`src/rtl/demux_rr_dispatcher_pkg.sv`:
```
// Shared types and helpers for the 1-to-4 demux dispatcher lane.
package demux_ctrl_pkg;

  localparam int NUM_LANES = 4;
  localparam int SEL_W     = 2;

  typedef enum logic {
    IDLE = 1'b0,
    SEND = 1'b1
  } state_e;

  function automatic logic [NUM_LANES-1:0] lane_onehot(input logic [SEL_W-1:0] sel);
    lane_onehot = NUM_LANES'(1) << sel;
  endfunction

endpackage

```
`src/rtl/demux_rr_dispatcher_if.sv`:
```
// Upstream handshake, downstream lane strobes and drop status of the dispatcher.
interface demux_rr_dispatcher_if #(
  parameter int DATA_W = 8
);
  import demux_ctrl_pkg::*;

  logic                  in_valid;
  logic                  in_ready;
  logic [DATA_W-1:0]     in_data;
  logic [SEL_W-1:0]      in_dest;
  logic                  mode;
  logic [SEL_W-1:0]      sel;
  logic [NUM_LANES-1:0]  out_valid;
  logic [DATA_W-1:0]     out_data;
  logic [NUM_LANES-1:0]  out_ready;
  logic                  drop_pulse;
  logic [7:0]            drop_cnt;

  modport master (
    output in_valid, in_data, in_dest, mode, out_ready,
    input  in_ready, sel, out_valid, out_data, drop_pulse, drop_cnt
  );

  modport slave (
    input  in_valid, in_data, in_dest, mode, out_ready,
    output in_ready, sel, out_valid, out_data, drop_pulse, drop_cnt
  );

endinterface

```
`src/rtl/demux_rr_dispatcher_wait_timer.sv`:
```
// Per-item wait counter: counts stalled SEND cycles and flags the timeout cycle.
module wait_timer #(
  parameter int TIMEOUT = 15
) (
  input  logic clk,
  input  logic rst,
  input  logic clear,
  input  logic enable,
  output logic expire
);

  localparam int            CW   = (TIMEOUT > 0) ? $clog2(TIMEOUT + 1) : 1;
  localparam logic [CW-1:0] LAST = (TIMEOUT > 0) ? CW'(TIMEOUT - 1) : '0;

  logic [CW-1:0] cnt_q, cnt_d;

  assign expire = (TIMEOUT != 0) && enable && (cnt_q == LAST);

  // Count stops at LAST so it can never wrap; with timeouts disabled it stays at zero.
  always_comb begin
    cnt_d = cnt_q;
    if (clear) begin
      cnt_d = '0;
    end else if (enable && (cnt_q != LAST)) begin
      cnt_d = cnt_q + CW'(1);
    end
  end

  always_ff @(posedge clk) begin
    if (rst) begin
      cnt_q <= '0;
    end else begin
      cnt_q <= cnt_d;
    end
  end

endmodule

```
`src/rtl/demux_rr_dispatcher.sv`:
```
// Dispatches one upstream item at a time to one of four sinks, round-robin or
// directed, with a stall timeout that rotates (round-robin) or drops (directed).
module demux_rr_dispatcher
  import demux_ctrl_pkg::*;
#(
  parameter int DATA_W  = 8,
  parameter int TIMEOUT = 15
) (
  input  logic                  clk,
  input  logic                  rst,
  demux_rr_dispatcher_if.slave  bus
);

  state_e             state_q, state_d;
  logic [SEL_W-1:0]   ptr_q, ptr_d;
  logic [SEL_W-1:0]   tgt_q, tgt_d;
  logic [DATA_W-1:0]  data_q, data_d;
  logic               mode_q, mode_d;
  logic [7:0]         drop_cnt_q, drop_cnt_d;
  logic               drop_pulse_q, drop_pulse_d;

  logic accept, xfer, tmr_en, tmr_clr, expire;

  function automatic logic [7:0] sat_inc8(input logic [7:0] v);
    sat_inc8 = (v == 8'hFF) ? v : v + 8'd1;
  endfunction

  assign accept  = (state_q == IDLE) && bus.in_valid;
  assign xfer    = (state_q == SEND) && bus.out_ready[tgt_q];
  assign tmr_en  = (state_q == SEND) && !bus.out_ready[tgt_q];
  assign tmr_clr = accept || expire;

  wait_timer #(
    .TIMEOUT (TIMEOUT)
  ) u_wait_timer (
    .clk    (clk),
    .rst    (rst),
    .clear  (tmr_clr),
    .enable (tmr_en),
    .expire (expire)
  );

  assign bus.in_ready   = (state_q == IDLE) && !rst;
  assign bus.out_valid  = (state_q == SEND) ? lane_onehot(tgt_q) : '0;
  assign bus.sel        = tgt_q;
  assign bus.out_data   = data_q;
  assign bus.drop_pulse = drop_pulse_q;
  assign bus.drop_cnt   = drop_cnt_q;

  always_comb begin
    state_d      = state_q;
    ptr_d        = ptr_q;
    tgt_d        = tgt_q;
    data_d       = data_q;
    mode_d       = mode_q;
    drop_cnt_d   = drop_cnt_q;
    drop_pulse_d = 1'b0;
    unique case (state_q)
      IDLE: begin
        if (accept) begin
          data_d  = bus.in_data;
          mode_d  = bus.mode;
          tgt_d   = bus.mode ? bus.in_dest : ptr_q;
          state_d = SEND;
        end
      end
      SEND: begin
        // A ready sink on the timeout cycle still takes the item.
        if (xfer) begin
          state_d = IDLE;
          if (!mode_q) ptr_d = tgt_q + SEL_W'(1);
        end else if (expire) begin
          if (!mode_q) begin
            tgt_d = tgt_q + SEL_W'(1);
          end else begin
            state_d      = IDLE;
            drop_pulse_d = 1'b1;
            drop_cnt_d   = sat_inc8(drop_cnt_q);
          end
        end
      end
      default: state_d = IDLE;
    endcase
  end

  always_ff @(posedge clk) begin
    if (rst) begin
      state_q      <= IDLE;
      ptr_q        <= '0;
      tgt_q        <= '0;
      data_q       <= '0;
      mode_q       <= 1'b0;
      drop_cnt_q   <= '0;
      drop_pulse_q <= 1'b0;
    end else begin
      state_q      <= state_d;
      ptr_q        <= ptr_d;
      tgt_q        <= tgt_d;
      data_q       <= data_d;
      mode_q       <= mode_d;
      drop_cnt_q   <= drop_cnt_d;
      drop_pulse_q <= drop_pulse_d;
    end
  end

endmodule
```
`src/flat_wrapper.sv`:
```
// flat-port wrapper written by rule: the top's interface ports become plain ports
module demux_rr_dispatcher_flat import demux_ctrl_pkg::*;
#(
  parameter int DATA_W  = 8,
  parameter int TIMEOUT = 15
)
  (clk, rst, bus_in_valid, bus_in_data, bus_in_dest, bus_mode, bus_out_ready, bus_in_ready, bus_sel, bus_out_valid, bus_out_data, bus_drop_pulse, bus_drop_cnt);
  demux_rr_dispatcher_if #(.DATA_W(DATA_W)) bus_i ();
  input  logic clk;
  input  logic rst;
  input wire logic [$bits(bus_i.in_valid)-1:0] bus_in_valid;
  input wire logic [$bits(bus_i.in_data)-1:0] bus_in_data;
  input wire logic [$bits(bus_i.in_dest)-1:0] bus_in_dest;
  input wire logic [$bits(bus_i.mode)-1:0] bus_mode;
  input wire logic [$bits(bus_i.out_ready)-1:0] bus_out_ready;
  output wire logic [$bits(bus_i.in_ready)-1:0] bus_in_ready;
  output wire logic [$bits(bus_i.sel)-1:0] bus_sel;
  output wire logic [$bits(bus_i.out_valid)-1:0] bus_out_valid;
  output wire logic [$bits(bus_i.out_data)-1:0] bus_out_data;
  output wire logic [$bits(bus_i.drop_pulse)-1:0] bus_drop_pulse;
  output wire logic [$bits(bus_i.drop_cnt)-1:0] bus_drop_cnt;
  assign bus_i.in_valid = bus_in_valid;
  assign bus_i.in_data = bus_in_data;
  assign bus_i.in_dest = bus_in_dest;
  assign bus_i.mode = bus_mode;
  assign bus_i.out_ready = bus_out_ready;
  assign bus_in_ready = bus_i.in_ready;
  assign bus_sel = bus_i.sel;
  assign bus_out_valid = bus_i.out_valid;
  assign bus_out_data = bus_i.out_data;
  assign bus_drop_pulse = bus_i.drop_pulse;
  assign bus_drop_cnt = bus_i.drop_cnt;
  demux_rr_dispatcher #(.DATA_W(DATA_W), .TIMEOUT(TIMEOUT)) u_core (.clk(clk), .rst(rst), .bus(bus_i));
endmodule
```
`config.mk`:
```
export PLATFORM = sky130hd
export DESIGN_NAME = demux_rr_dispatcher_flat
export DESIGN_NICKNAME = d
export VERILOG_FILES = /design/src/rtl/demux_rr_dispatcher_pkg.sv /design/src/rtl/demux_rr_dispatcher_if.sv /design/src/rtl/demux_rr_dispatcher_wait_timer.sv /design/src/rtl/demux_rr_dispatcher.sv /design/src/flat_wrapper.sv
export SDC_FILE = /design/constraint.sdc
export NUM_CORES = 1
export LEC_CHECK = 0
export CAP_MARGIN = 20
export CORE_MARGIN = 5
export CORE_UTILIZATION = 45
export DETAILED_ROUTE_END_ITERATION = 10
export GPL_ROUTABILITY_DRIVEN = 0
export GPL_TIMING_DRIVEN = 0
export PLACE_DENSITY = 0.75
export SLEW_MARGIN = 40
export SYNTH_ARGS = -nofsm -noshare
export SYNTH_HDL_FRONTEND = slang
export SYNTH_SLANG_ARGS = --single-unit
```
`constraint.sdc`:
```
create_clock -name clk -period 2.55 [get_ports clk]
set_input_delay 0.51 -clock clk [delete_from_list [all_inputs] [get_ports clk]]
set_output_delay 0.51 -clock clk [all_outputs]
set_load 0.005 [all_outputs]
```
==> impl_summary.log <==
[metrics] run status: completed
[metrics] dominant combinational cell family by area after synthesis: simple AND/OR/NAND/NOR gates
[metrics] nets@finish: 228
[metrics] die boundary height: approximately 64 µm
[metrics] relative contribution of the clock network to total power: 0.245
[metrics] simple-gate share of the synthesized area: 0.267
[metrics] worst setup path category: in -> reg
[metrics] DRC marker count from the first detailed-route iteration: 61
[metrics] Final ANT Viol Nets: 0
[metrics] number of antenna violations at the first check in global routing: 0
[metrics] critical path's slowest cell: sky130_fd_sc_hd__mux4_2
[metrics] Ys Warns: 0
[metrics] starting density of the core: 0.474
[metrics] max cap viols: 0
[metrics] critical path, cell by cell: clkdlybuf4s50_1 -> mux4_2 -> or3_1 -> buf_2 -> buf_2 -> o41ai_1 -> a21oi_1
[metrics] detailed-route vias per instance: 5.53
[metrics] combinational share of power: 0.168
[metrics] Top-Level Pins: 42
[metrics] most frequent cells in the layout: sky130_fd_sc_hd__clkdlybuf4s50_1, sky130_fd_sc_hd__dfxtp_1, sky130_fd_sc_hd__nand2_1
[metrics] Post-CTS Repair Setup Buffers: 0
[metrics] net switching fraction of the power: 0.257
[metrics] synthesized-area fraction occupied by adder cells: 0.0665
[metrics] transition time at the pin with the least slew margin: about 0.5 ns
[metrics] Hold Path Cell Cnt: 2
[metrics] share of layout cells above drive strength 1: 0.0446
[metrics] CTS tree: yes
[metrics] area after detailed placement: 0.00176 mm²
[metrics] signal arrival time at the worst endpoint: 2.67 ns
[metrics] pin count of the biggest net entering global routing: 17
[metrics] compound-cell area share of the yosys netlist: 0.152
[metrics] H-tree lvl count: 1
[metrics] cell with the most instances on the worst path: sky130_fd_sc_hd__buf_2
[metrics] Internal: 0.567 mW
[metrics] net count after synthesis: 183
[metrics] total CTS buffers: 3
[metrics] Reg-to-Reg End: u_core.bus.drop_cnt[5]
[metrics] post-synthesis async set-or-reset flop share: 0
[metrics] Top Family by Delay on Critical Path: buffers and inverters
[metrics] buffer cell driving the clock tree root: sky130_fd_sc_hd__clkbuf_4
[metrics] wire length of the first global-routing pass: between 5000 and 6000 µm
[metrics] mean post-synth cell area: 8.34 µm²
[metrics] Slew headroom: 0.675
[metrics] leading cell type in the layout, fill and taps excluded: sky130_fd_sc_hd__clkdlybuf4s50_1
[metrics] setup violators final: 0
[metrics] total track usage: 0.163
[metrics] horizontal die dimension: 64.1 µm
[metrics] Detailed Routing Iterations Pass 1: 4
[metrics] clk sinks: 27
[metrics] top fanout value on the critical path: 10
[metrics] crit path time final: around 2.4 ns
[metrics] number of global-route vias before repair: 1,287
[metrics] Clock Skews: between 0.007 and 0.008 ns
[metrics] IR drop worst, VDD: ~0.34 mV
[metrics] Final Hold Viols: 0
[metrics] number of different library cells in the post-synthesis netlist: 31
[metrics] Synth-to-Final Area Change: 35.7%
[metrics] hold endpoint: u_core.bus.out_data[5]
[metrics] ant diodes: 0
[metrics] cell count after synthesis: ~160
[metrics] total congestion overflow after global routing: 0
[metrics] setup repair after global routing missed its margin: false
[metrics] share of the cycle needed by the critical path after routing: 0.960
[metrics] PnR Total Power: approximately 0.76 mW
[metrics] remaining design rule violation count: 0
[metrics] Longest Clk Path Bufs: 2
[metrics] number of port buffers: 40
[metrics] post-synthesis mux area share: 0.0627
[metrics] delay of the slowest critical-path stage: about 0.55 ns
[metrics] area of the mapped netlist: between 0.001 and 0.0015 mm²
[metrics] FF-to-FF Start: u_core.bus.sel[0]
[metrics] count of flip-flops with a built-in enable after synthesis: 0
[metrics] post-synthesis sequential area ratio: 0.410
[metrics] path type of the worst min-delay path: reg -> reg
[metrics] post-CTS clock slew at the launch and capture registers of the worst setup and hold paths: 0.15 ns
[metrics] prevailing post-synth register cell: sky130_fd_sc_hd__dfxtp_1
[metrics] type of origin of the critical path: primary input
[metrics] post-DR wirelength/cell: between 10 and 15 µm
[metrics] fin area: approximately 0.0018 mm²
[metrics] Min-Delay Startpoint: u_core.bus.out_data[5]
[metrics] element type at the critical path end: register
[metrics] Total Die Area: a little over 0.004 mm²
[metrics] number of buffer and inverter instances along the worst setup path: 3
[metrics] post-synthesis register bit count: 27
[metrics] worst-case reg-to-reg path depth: 6
[metrics] leading area contributor after synthesis: sky130_fd_sc_hd__dfxtp_1
[metrics] post-DP HPWL: roughly 2500 µm
[metrics] row count: 19
[metrics] WL final: between 3000 and 4000 µm
[metrics] placeable core region: approximately 0.0028 mm²
[metrics] Crit path required time: between 2 and 3 ns
[metrics] setup slack of the worst register-to-register path: roughly 0.21 ns
[metrics] highest attainable clock frequency: between 400 and 500 MHz
[metrics] Final Max Tran Viols: 0
[metrics] leakage power total: 0.626 nW
[metrics] largest cells by area after synthesis: sky130_fd_sc_hd__dfxtp_1, sky130_fd_sc_hd__a21oi_1, sky130_fd_sc_hd__ha_1, sky130_fd_sc_hd__nand2_1, sky130_fd_sc_hd__mux2i_1
[metrics] PwrDens: about 430 mW/mm²
[metrics] worst skew pair latency: around 0.32 ns
[metrics] share of the synthesized area in the top cell type: 0.410
[metrics] DR vias: roughly 1,300
[metrics] parity-gate share of the synthesized area counting xor and xnor cells: 0
[metrics] Sw Pwr: around 0.20 mW
[metrics] fraction of power consumed by sequential logic: 0.587
==> final cells by class <==
class,count,area (µm²)
multi-input combinational,117,722
timing repair buffer,40,400
inverter,5,18.8
clock inverter,1,7.51
tap,31,38.8
sequential,27,542
buffer,9,36.3
fill,243,993
clock buffer,3,22.5
==> power by group through the flow <==
stage	registers [mW]	clock network [mW]	logic, mW
after floorplan	0.456	0	0.0605
after global placement	0.456	0	0.126
after detailed placement	0.457	0	0.128
after CTS	0.448	0.191	0.129
after global routing	0.451	0.214	0.143
final	0.448	0.187	0.129
==> how the worst max path moves through the flow <==
| stage | start | depth (start not counted) | slack (ns) | to |
|---|---|---|---|---|
| 2_1_floorplan | bus_out_ready[3] | 6 | 0.31 | u_core.bus.drop_cnt[5] |
| 3_3_place_gp | bus_out_ready[3] | 7 | -0.22 | u_core.bus.drop_cnt[5] |
| 3_5_place_dp | bus_out_ready[2] | 7 | -0.25 | u_core.bus.drop_cnt[5] |
| 4_1_cts | bus_out_ready[2] | 7 | 0.11 | u_core.bus.drop_cnt[5] |
| 5_1_grt | bus_out_ready[1] | 7 | 0.02 | u_core.bus.drop_cnt[5] |
| 6_report | bus_out_ready[2] | 7 | 0.10 | u_core.bus.drop_cnt[5] |
==> cells in the mapped netlist, drive strengths merged (2+ instances only) <==
| library cell | instances |
|---|---|
| nand2b | 2 |
| dfxtp | 27 |
| and4 | 2 |
| o31ai | 5 |
| nand2 | 21 |
| nand3b | 2 |
| nand3 | 5 |
| mux2i | 6 |
| a21oi | 20 |
| ha | 7 |
| nor2 | 11 |
| nor3 | 4 |
| buf | 2 |
| inv | 5 |
| a211oi | 2 |
| or4 | 5 |
| or3 | 4 |
| o21ai | 5 |
| clkbuf | 7 |
| and2 | 5 |
==> kinds of logic after synthesis <==
family / Yosys count
compound gates: 35
fa+ha+maj: 7
buf+inv: 14
flops: 27
mux: 7
simple gates: 68
==> metal layers <==
| metal | wire length (µm) | part of all wire | vias to the layer above | global-route usage |
|---|---|---|---|---|
| met4 | 34 | 0.010 | 0 | 0.0611 |
| met1 | 1510 | 0.47 | 595 | 0.209 |
| met3 | 128 | 0.039 | 4 | 0.0333 |
| li1 | - | - | 657 | - |
| met2 | 1580 | 0.48 | 32 | 0.269 |
| met5 | 0 | 0 | - | 0 |
==> state kept, by name (all words and copies together), names as in the netlist <==
register                   flops
u_core.bus.out_data            8
u_core.ptr_q                   2
u_core.bus.drop_pulse          1
u_core.bus.sel                 2
u_core.u_wait_timer.cnt_q      4
u_core.state_q                 1
u_core.bus.drop_cnt            8
u_core.mode_q                  1
==> what timing repair did <==
action / in CTS / in global routing
setup endpoints to repair: 0 / 1
resized for setup: 0 / 1
endpoints found under the hold margin: 0 / 0
hold buffers: 0 / 0
==> tightest hold or removal path: stages, from the launching register on <==
cell                      delay [ns]
sky130_fd_sc_hd__dfxtp_1        0.34
sky130_fd_sc_hd__nand2_1        0.05
sky130_fd_sc_hd__a21oi_1        0.05
==> metrics by stage <==
stage | cells | worst slack [ns] | hold slack, ns | setup TNS (ns) | utilization
2_1_floorplan | 158 | 0.307 | 0.444 | 0 | -
3_3_place_gp | 229 | -0.216 | 0.444 | -0.751 | 0.632
3_5_place_dp | 229 | -0.246 | 0.451 | -1.02 | 0.632
4_1_cts | 233 | 0.108 | 0.472 | 0 | 0.642
5_1_grt | 233 | 0.0227 | 0.499 | 0 | 0.643
6_report | 233 | 0.102 | 0.468 | 0 | 0.643
No activity file was read; power rests on OpenSTA's default activity.
